### src/rtl/servo_cmd_slew.sv
// servo_cmd_slew -- position sequencer feeding the servo PWM driver.
//
// Accepts 8-bit target positions over a valid/ready handshake, holds one
// pending command, and once per update tick moves the driver's position byte
// toward the target by at most STEP counts. The driver's data/enable inputs
// are produced directly from registers.
//
// Optional feature macro: SERVO_IDLE_TIMEOUT_EN
//   When defined, enable drops after IDLE_FRAMES idle ticks in HOLD and is
//   raised again by the next accepted command. When undefined, enable stays
//   high from the first cycle after reset and no idle counter exists.
//
// Parameters:
//   TICK_CYCLES  clock cycles per update tick (>= 2)
//   STEP         maximum position change per tick (1..255, 255 = jump)
//   HOME_POS     position loaded at reset
//   IDLE_FRAMES  idle ticks before enable drops (timeout build only)
//
// Ports:
//   clk        system clock
//   reset_n    asynchronous active-low reset
//   cmd_valid  command present
//   cmd_pos    target position
//   cmd_ready  block can accept a command (pending buffer empty, out of reset)
//   data       position to the servo driver (registered)
//   enable     enable to the servo driver (registered)
//   busy       data != target, or a command is pending
//   at_target  !busy
module servo_cmd_slew #(
  parameter int unsigned TICK_CYCLES = 1500002,
  parameter int unsigned STEP        = 4,
  parameter logic [7:0]  HOME_POS    = 8'd128,
  parameter int unsigned IDLE_FRAMES = 100
) (
  input  logic       clk,
  input  logic       reset_n,
  input  logic       cmd_valid,
  input  logic [7:0] cmd_pos,
  output logic       cmd_ready,
  output logic [7:0] data,
  output logic       enable,
  output logic       busy,
  output logic       at_target
);

  localparam int unsigned TW    = (TICK_CYCLES > 2) ? $clog2(TICK_CYCLES) : 1;
  localparam logic [TW-1:0] TICK_LAST = TW'(TICK_CYCLES - 1);
  localparam logic [8:0] STEP9 = 9'(STEP);
  localparam logic [7:0] STEP8 = 8'(STEP);

  if (TICK_CYCLES < 2 || STEP < 1 || STEP > 255 || IDLE_FRAMES < 1) begin : g_bad_param
    $error("servo_cmd_slew: parameter out of range");
  end

  typedef enum logic [1:0] {
    ST_OFF,
    ST_HOLD,
    ST_RAMP
  } state_t;

  state_t          state, state_n;
  logic [TW-1:0]   tick_cnt;
  logic            tick;
  logic [7:0]      target, target_n;
  logic [7:0]      pend_pos, pend_pos_n;
  logic            pend_full, pend_full_n;
  logic [7:0]      data_n;
  logic [7:0]      eff;
  logic [8:0]      diff;
  logic            accept;
  logic            enable_n;

  // ---------------------------------------------------------------------------
  // Update tick: free-running 0..TICK_CYCLES-1
  // ---------------------------------------------------------------------------
  assign tick = (tick_cnt == TICK_LAST);

  always_ff @(posedge clk or negedge reset_n) begin
    if (!reset_n) begin
      tick_cnt <= '0;
    end else if (tick) begin
      tick_cnt <= '0;
    end else begin
      tick_cnt <= tick_cnt + 1'b1;
    end
  end

  // ---------------------------------------------------------------------------
  // Handshake and status
  // ---------------------------------------------------------------------------
  assign cmd_ready = (state != ST_OFF) && !pend_full;
  assign accept    = cmd_valid && cmd_ready;
  assign busy      = (data != target) || pend_full;
  assign at_target = !busy;

  // Pending value wins over the held target when present.
  assign eff = pend_full ? pend_pos : target;

  // ---------------------------------------------------------------------------
  // Position / target / pending buffer next-state
  // ---------------------------------------------------------------------------
  always_comb begin
    data_n      = data;
    target_n    = target;
    pend_pos_n  = pend_pos;
    pend_full_n = pend_full;
    diff        = '0;

    if (tick) begin
      target_n    = eff;
      pend_full_n = 1'b0;
      if (eff > data) begin
        diff = {1'b0, eff} - {1'b0, data};
        // diff > STEP guarantees data + STEP stays below eff, so no wrap.
        data_n = (diff <= STEP9) ? eff : data + STEP8;
      end else if (eff < data) begin
        diff = {1'b0, data} - {1'b0, eff};
        data_n = (diff <= STEP9) ? eff : data - STEP8;
      end
    end

    // An accept only happens with the buffer empty, so a same-cycle tick has
    // already used the old target; the new command waits for the next tick.
    if (accept) begin
      pend_full_n = 1'b1;
      pend_pos_n  = cmd_pos;
    end
  end

  // ---------------------------------------------------------------------------
  // Control FSM: OFF -> HOLD, then HOLD/RAMP from the next-cycle values
  // ---------------------------------------------------------------------------
  always_comb begin
    state_n = state;
    case (state)
      ST_OFF:  state_n = ST_HOLD;
      default: state_n = ((data_n == target_n) && !pend_full_n) ? ST_HOLD : ST_RAMP;
    endcase
  end

  // ---------------------------------------------------------------------------
  // Driver enable
  // ---------------------------------------------------------------------------
`ifdef SERVO_IDLE_TIMEOUT_EN
  localparam int unsigned IW = $clog2(IDLE_FRAMES + 1);
  localparam logic [IW-1:0] IDLE_LAST = IW'(IDLE_FRAMES);

  logic [IW-1:0] idle_cnt, idle_n;

  always_comb begin
    idle_n   = idle_cnt;
    enable_n = enable;
    if (state == ST_OFF) begin
      enable_n = 1'b1;
    end
    if (accept) begin
      idle_n   = '0;
      enable_n = 1'b1;
    end else if (tick && (state == ST_HOLD) && (idle_cnt != IDLE_LAST)) begin
      idle_n = idle_cnt + 1'b1;
      if (idle_n == IDLE_LAST) begin
        enable_n = 1'b0;
      end
    end
  end

  always_ff @(posedge clk or negedge reset_n) begin
    if (!reset_n) begin
      idle_cnt <= '0;
    end else begin
      idle_cnt <= idle_n;
    end
  end
`else
  always_comb begin
    enable_n = 1'b1;
  end
`endif

  // ---------------------------------------------------------------------------
  // State registers
  // ---------------------------------------------------------------------------
  always_ff @(posedge clk or negedge reset_n) begin
    if (!reset_n) begin
      state     <= ST_OFF;
      data      <= HOME_POS;
      target    <= HOME_POS;
      pend_pos  <= '0;
      pend_full <= 1'b0;
      enable    <= 1'b0;
    end else begin
      state     <= state_n;
      data      <= data_n;
      target    <= target_n;
      pend_pos  <= pend_pos_n;
      pend_full <= pend_full_n;
      enable    <= enable_n;
    end
  end

endmodule

### config.mk
export PLATFORM = sky130hd
export DESIGN_NAME = servo_cmd_slew
export DESIGN_NICKNAME = d
export VERILOG_FILES = /design/src/rtl/servo_cmd_slew.sv
export SDC_FILE = /design/constraint.sdc
export NUM_CORES = 1
export LEC_CHECK = 0
export CAP_MARGIN = 20
export CELL_PAD_IN_SITES_DETAIL_PLACEMENT = 1
export CELL_PAD_IN_SITES_GLOBAL_PLACEMENT = 2
export CORE_ASPECT_RATIO = 0.9
export CORE_MARGIN = 5
export CORE_UTILIZATION = 34
export DETAILED_ROUTE_END_ITERATION = 8
export HOLD_SLACK_MARGIN = 0.12
export PLACE_DENSITY_LB_ADDON = 0.1
export SYNTH_ARGS = -nofsm -noshare
export SYNTH_HDL_FRONTEND = slang
export SYNTH_SLANG_ARGS = --single-unit
### constraint.sdc
create_clock -name clk -period 4 [get_ports clk]
set_input_delay 0.4 -clock clk [delete_from_list [all_inputs] [get_ports clk]]
set_output_delay 0.4 -clock clk [all_outputs]
set_load 0.02 [all_outputs]
==> metrics.csv <==
stage;metric;value;unit
status;status;completed;
sta;endpoints failing setup;0;
power;Comb pwr share;2.2;%
sta;Clock Skew;0.007534;ns
cells_and_area;n_diodes;0;
clock_tree;Clock transition at path regs;0.06;ns
clock_tree;H-tree levels;2;
yosys;Post-synth ARST share;100.0;%
sta;Least-Margin Pin Slew;0.6588;ns
power;worst vdd ir;0.0001869;V
clock_tree;Root Driver;clkbuf_16;
drt;antenna viol nets, final;0;
cells_and_area;Layout Cells excl Fill;607;
clock_tree;worst-skew pair later-pin latency;0.29;ns
drt;Via density;5.644;
worst_setup_path;Worst EP arrival;4.05;ns
placed_design;final RePlAce weighted congestion;0.8931;
power;Reg power frac;49.0;%
yosys;Cells after Synth;408;
sta;Fin. Hold Viols;0;
sta;headroom to the max-slew limit;55.74;%
cells_and_area;most common cell after layout, fill and taps aside;buf_4;
global_routing;vias in the first global route;3526;
yosys;synthesized cell area;3625;um2
sta;crit path time final;3.906;ns
drt;routed wire length;12.30;mm
global_routing;GR Util All Layers;19.50;%
yosys;Post-synth top flop;dfrtp_1;
cells_and_area;Area Growth Syn to Fin;31.48;%
worst_setup_path;CP Launch Type;register;
drt;DRC;0;
yosys;Seq cells post-synth;49;
power;P_sw;0.1932;mW
floorplan;Core ar.;10330;um2
global_routing;total gr overflow;0;
sta;RSZ-0062 raised after global routing;true;
placed_design;port bufs;22;
worst_hold_path;Hold Crit Class;reg -> reg;
drt;DR WL/cell;20.26;um
power;Lkg Pwr;2.135;nW
global_routing;antenna violations before repair;0;
floorplan;initial core utilization;35.07;%
floorplan;Die Y;108.0;um
yosys;Synth top area share;32.45;%
yosys;Net Count, Synth;442;
worst_setup_path;worst-path fanout max;6;
cells_and_area;Layout Nets;511;
sta;period utilization;97.65;%
drt;initial drt markers;240;
yosys;Yosys warning count;0;
clock_tree;clk sinks;49;
sta;Slew Viols, Final;0;
power;Switching Fraction;19.09;%
clock_tree;CTS tree;yes;
power;share of total power in the clock network;48.8;%
drt;Initial DRT Pass Iterations;5;
yosys;Yosys top cell by area;dfrtp_1;
floorplan;cell row count;35;
yosys;synth unique cells;67;
job;total of max-cap violations;0;
power;Internal;0.8187;mW
worst_setup_path;Required @ worst endpoint;4.15;ns
clock_tree;number of CTS-inserted buffers;5;
worst_setup_path;WS Path Type;reg -> reg;
floorplan;Die X;118.8;um
drt;Vias;3426;
cells_and_area;Fill cells;1190;
placed_design;placed insts;590;
sta;Setup TNS;0;ns
yosys;EDFF count, synth;0;
sta;Max Clk Rate;256.0;MHz
cells_and_area;commonest cells after routing, fill and taps aside;buf_4 (48), dfrtp_1 (47), nor2_1 (41);
worst_setup_path;Worst setup EP type;register;
placed_design;HPWL Detailed;9.674;mm
clock_tree;maximum clock path buffer count;2;
cells_and_area;layout cell share with drive strength beyond 1;22.38;%
power;power per cell area;212.3;nW/um2
floorplan;Die Footprint;12830;um2
floorplan;Boundary Pins;23;
yosys;post-synthesis sequential area ratio;33.90;%
yosys;synth top area cells;dfrtp_1 (32%), ha_1 (7.9%), xnor2_1 (4.8%), nor2_1 (4.2%), xor2_1 (4.1%);
global_routing;largest net degree at the start of global routing;35;
global_routing;first-pass GRT wire length;19.49;mm
cells_and_area;fin util;46.11;%
yosys;Mean Syn Cell Area;8.884;um2
sequential cells by signal, summed over array words and instances (netlist names):
signal     flops
pend_pos       8
data           8
state          2
pend_full      1
target         8
enable         1
tick_cnt      21
synth_stat cells, drive strengths merged (4+ instances only):
cell type  count
nand4          6
xnor2         20
nor3           7
dfrtp         47
mux2i         14
o21ai         23
nand2         33
o21a           6
or3            5
a31oi          7
or4            4
ha            23
o211ai         6
nor2          41
nand3         14
xor2          17
a21oi         23
a21o           4
buf            7
clkbuf         7
inv           23
and3           9
mux2           8
final cells by class:
type                            count  area, um2  area share (%)
Inverter                           23      86.33           1.811
Tap cell                          129      161.4           3.387
Multi-Input combinational cell    322       2475           51.93
Clock inverter                      1      30.03          0.6301
Timing Repair Buffer               76      641.9           13.47
Sequential cell                    49       1229           25.78
Clock buffer                        7      142.6           2.993
power by group through the flow:
stage | clock (mW) | sequential, mW | combinational, mW
CTS | 0.504 | 0.496 | 0.0231
global route | 0.529 | 0.496 | 0.0255
detailed placement | 0 | 0.505 | 0.0221
finish | 0.494 | 0.496 | 0.0221
global placement | 0 | 0.505 | 0.0220
floorplan | 0 | 0.506 | 0.000181
routing by layer:
metal	track usage, %	part of all wire (%)	up-vias
met4	4.880	1.4	0
met5	0	0	-
met2	30.02	45	79
li1	-	-	1606
met3	3.713	3.9	16
met1	28.21	50	1725
worst paths after layout:
kind / depth (start not counted) / slack, ns / start / end
worst max-delay path: 15 / 0.09 / pend_full / state[1]
worst min-delay path: 1 / 0.50 / tick_cnt[12] / tick_cnt[12]
worst max register to register: 15 / 0.09 / pend_full / state[1]
worst min register to register: 1 / 0.50 / tick_cnt[12] / tick_cnt[12]
max in group asynchronous: 3 / 2.67 / reset_n / data[0]
min in group asynchronous: 2 / 0.55 / reset_n / pend_pos[5]
critical path, cell delays in order, from the launching register on:
cell and delay (ns):
dfrtp_1 0.38, buf_6 0.12, mux2i_2 0.25, inv_2 0.09, ha_4 0.22, buf_4 0.15, and3b_2 0.22, or4_4 0.53
a221oi_4 0.30, buf_4 0.16, nand4_1 0.16, a21oi_2 0.25, mux2i_2 0.28, xor2_1 0.24, o311a_1 0.27, a41oi_2 0.14
through the flow:
| step | cell area (um2) | power, mW | hold slack (ns) | setup WS, ns |
|---|---|---|---|---|
| finish | 4766 | 1.012 | 0.4967 | 0.09381 |
| floorplan | 3626 | 0.5064 | 0.1044 | 0.1288 |
| detailed placement | 4278 | 0.5276 | 0.3323 | -0.1806 |
| global route | 4766 | 1.051 | 0.5111 | -0.07260 |
| global placement | 4278 | 0.5274 | 0.3285 | -0.1789 |
| CTS | 4498 | 1.023 | 0.5016 | 0.01656 |
cell families (layout without fill, tap and decap cells):
group	count (synthesis)	in the layout	share of synthesized area, %
flip-flops	49	49	33.90
other	1	1	0.1035
buffers and inverters	37	107	4.246
adder cells (fa/ha/maj)	23	23	7.939
AO/OA/AOI/OAI	101	101	19.54
multiplexers	22	22	6.351
XOR/XNOR	37	37	8.940
AND/OR/NAND/NOR	138	138	18.99
timing repair:
action,CTS,global route
cloned,0,0
endpoints found under the setup margin,2,2
endpoints found under the hold margin,13,0
hold buffers,1,0
resized for setup,6,37
setup buffers,1,7
pin swaps,4,8
Note: power is estimated with default switching activity, not from simulation.
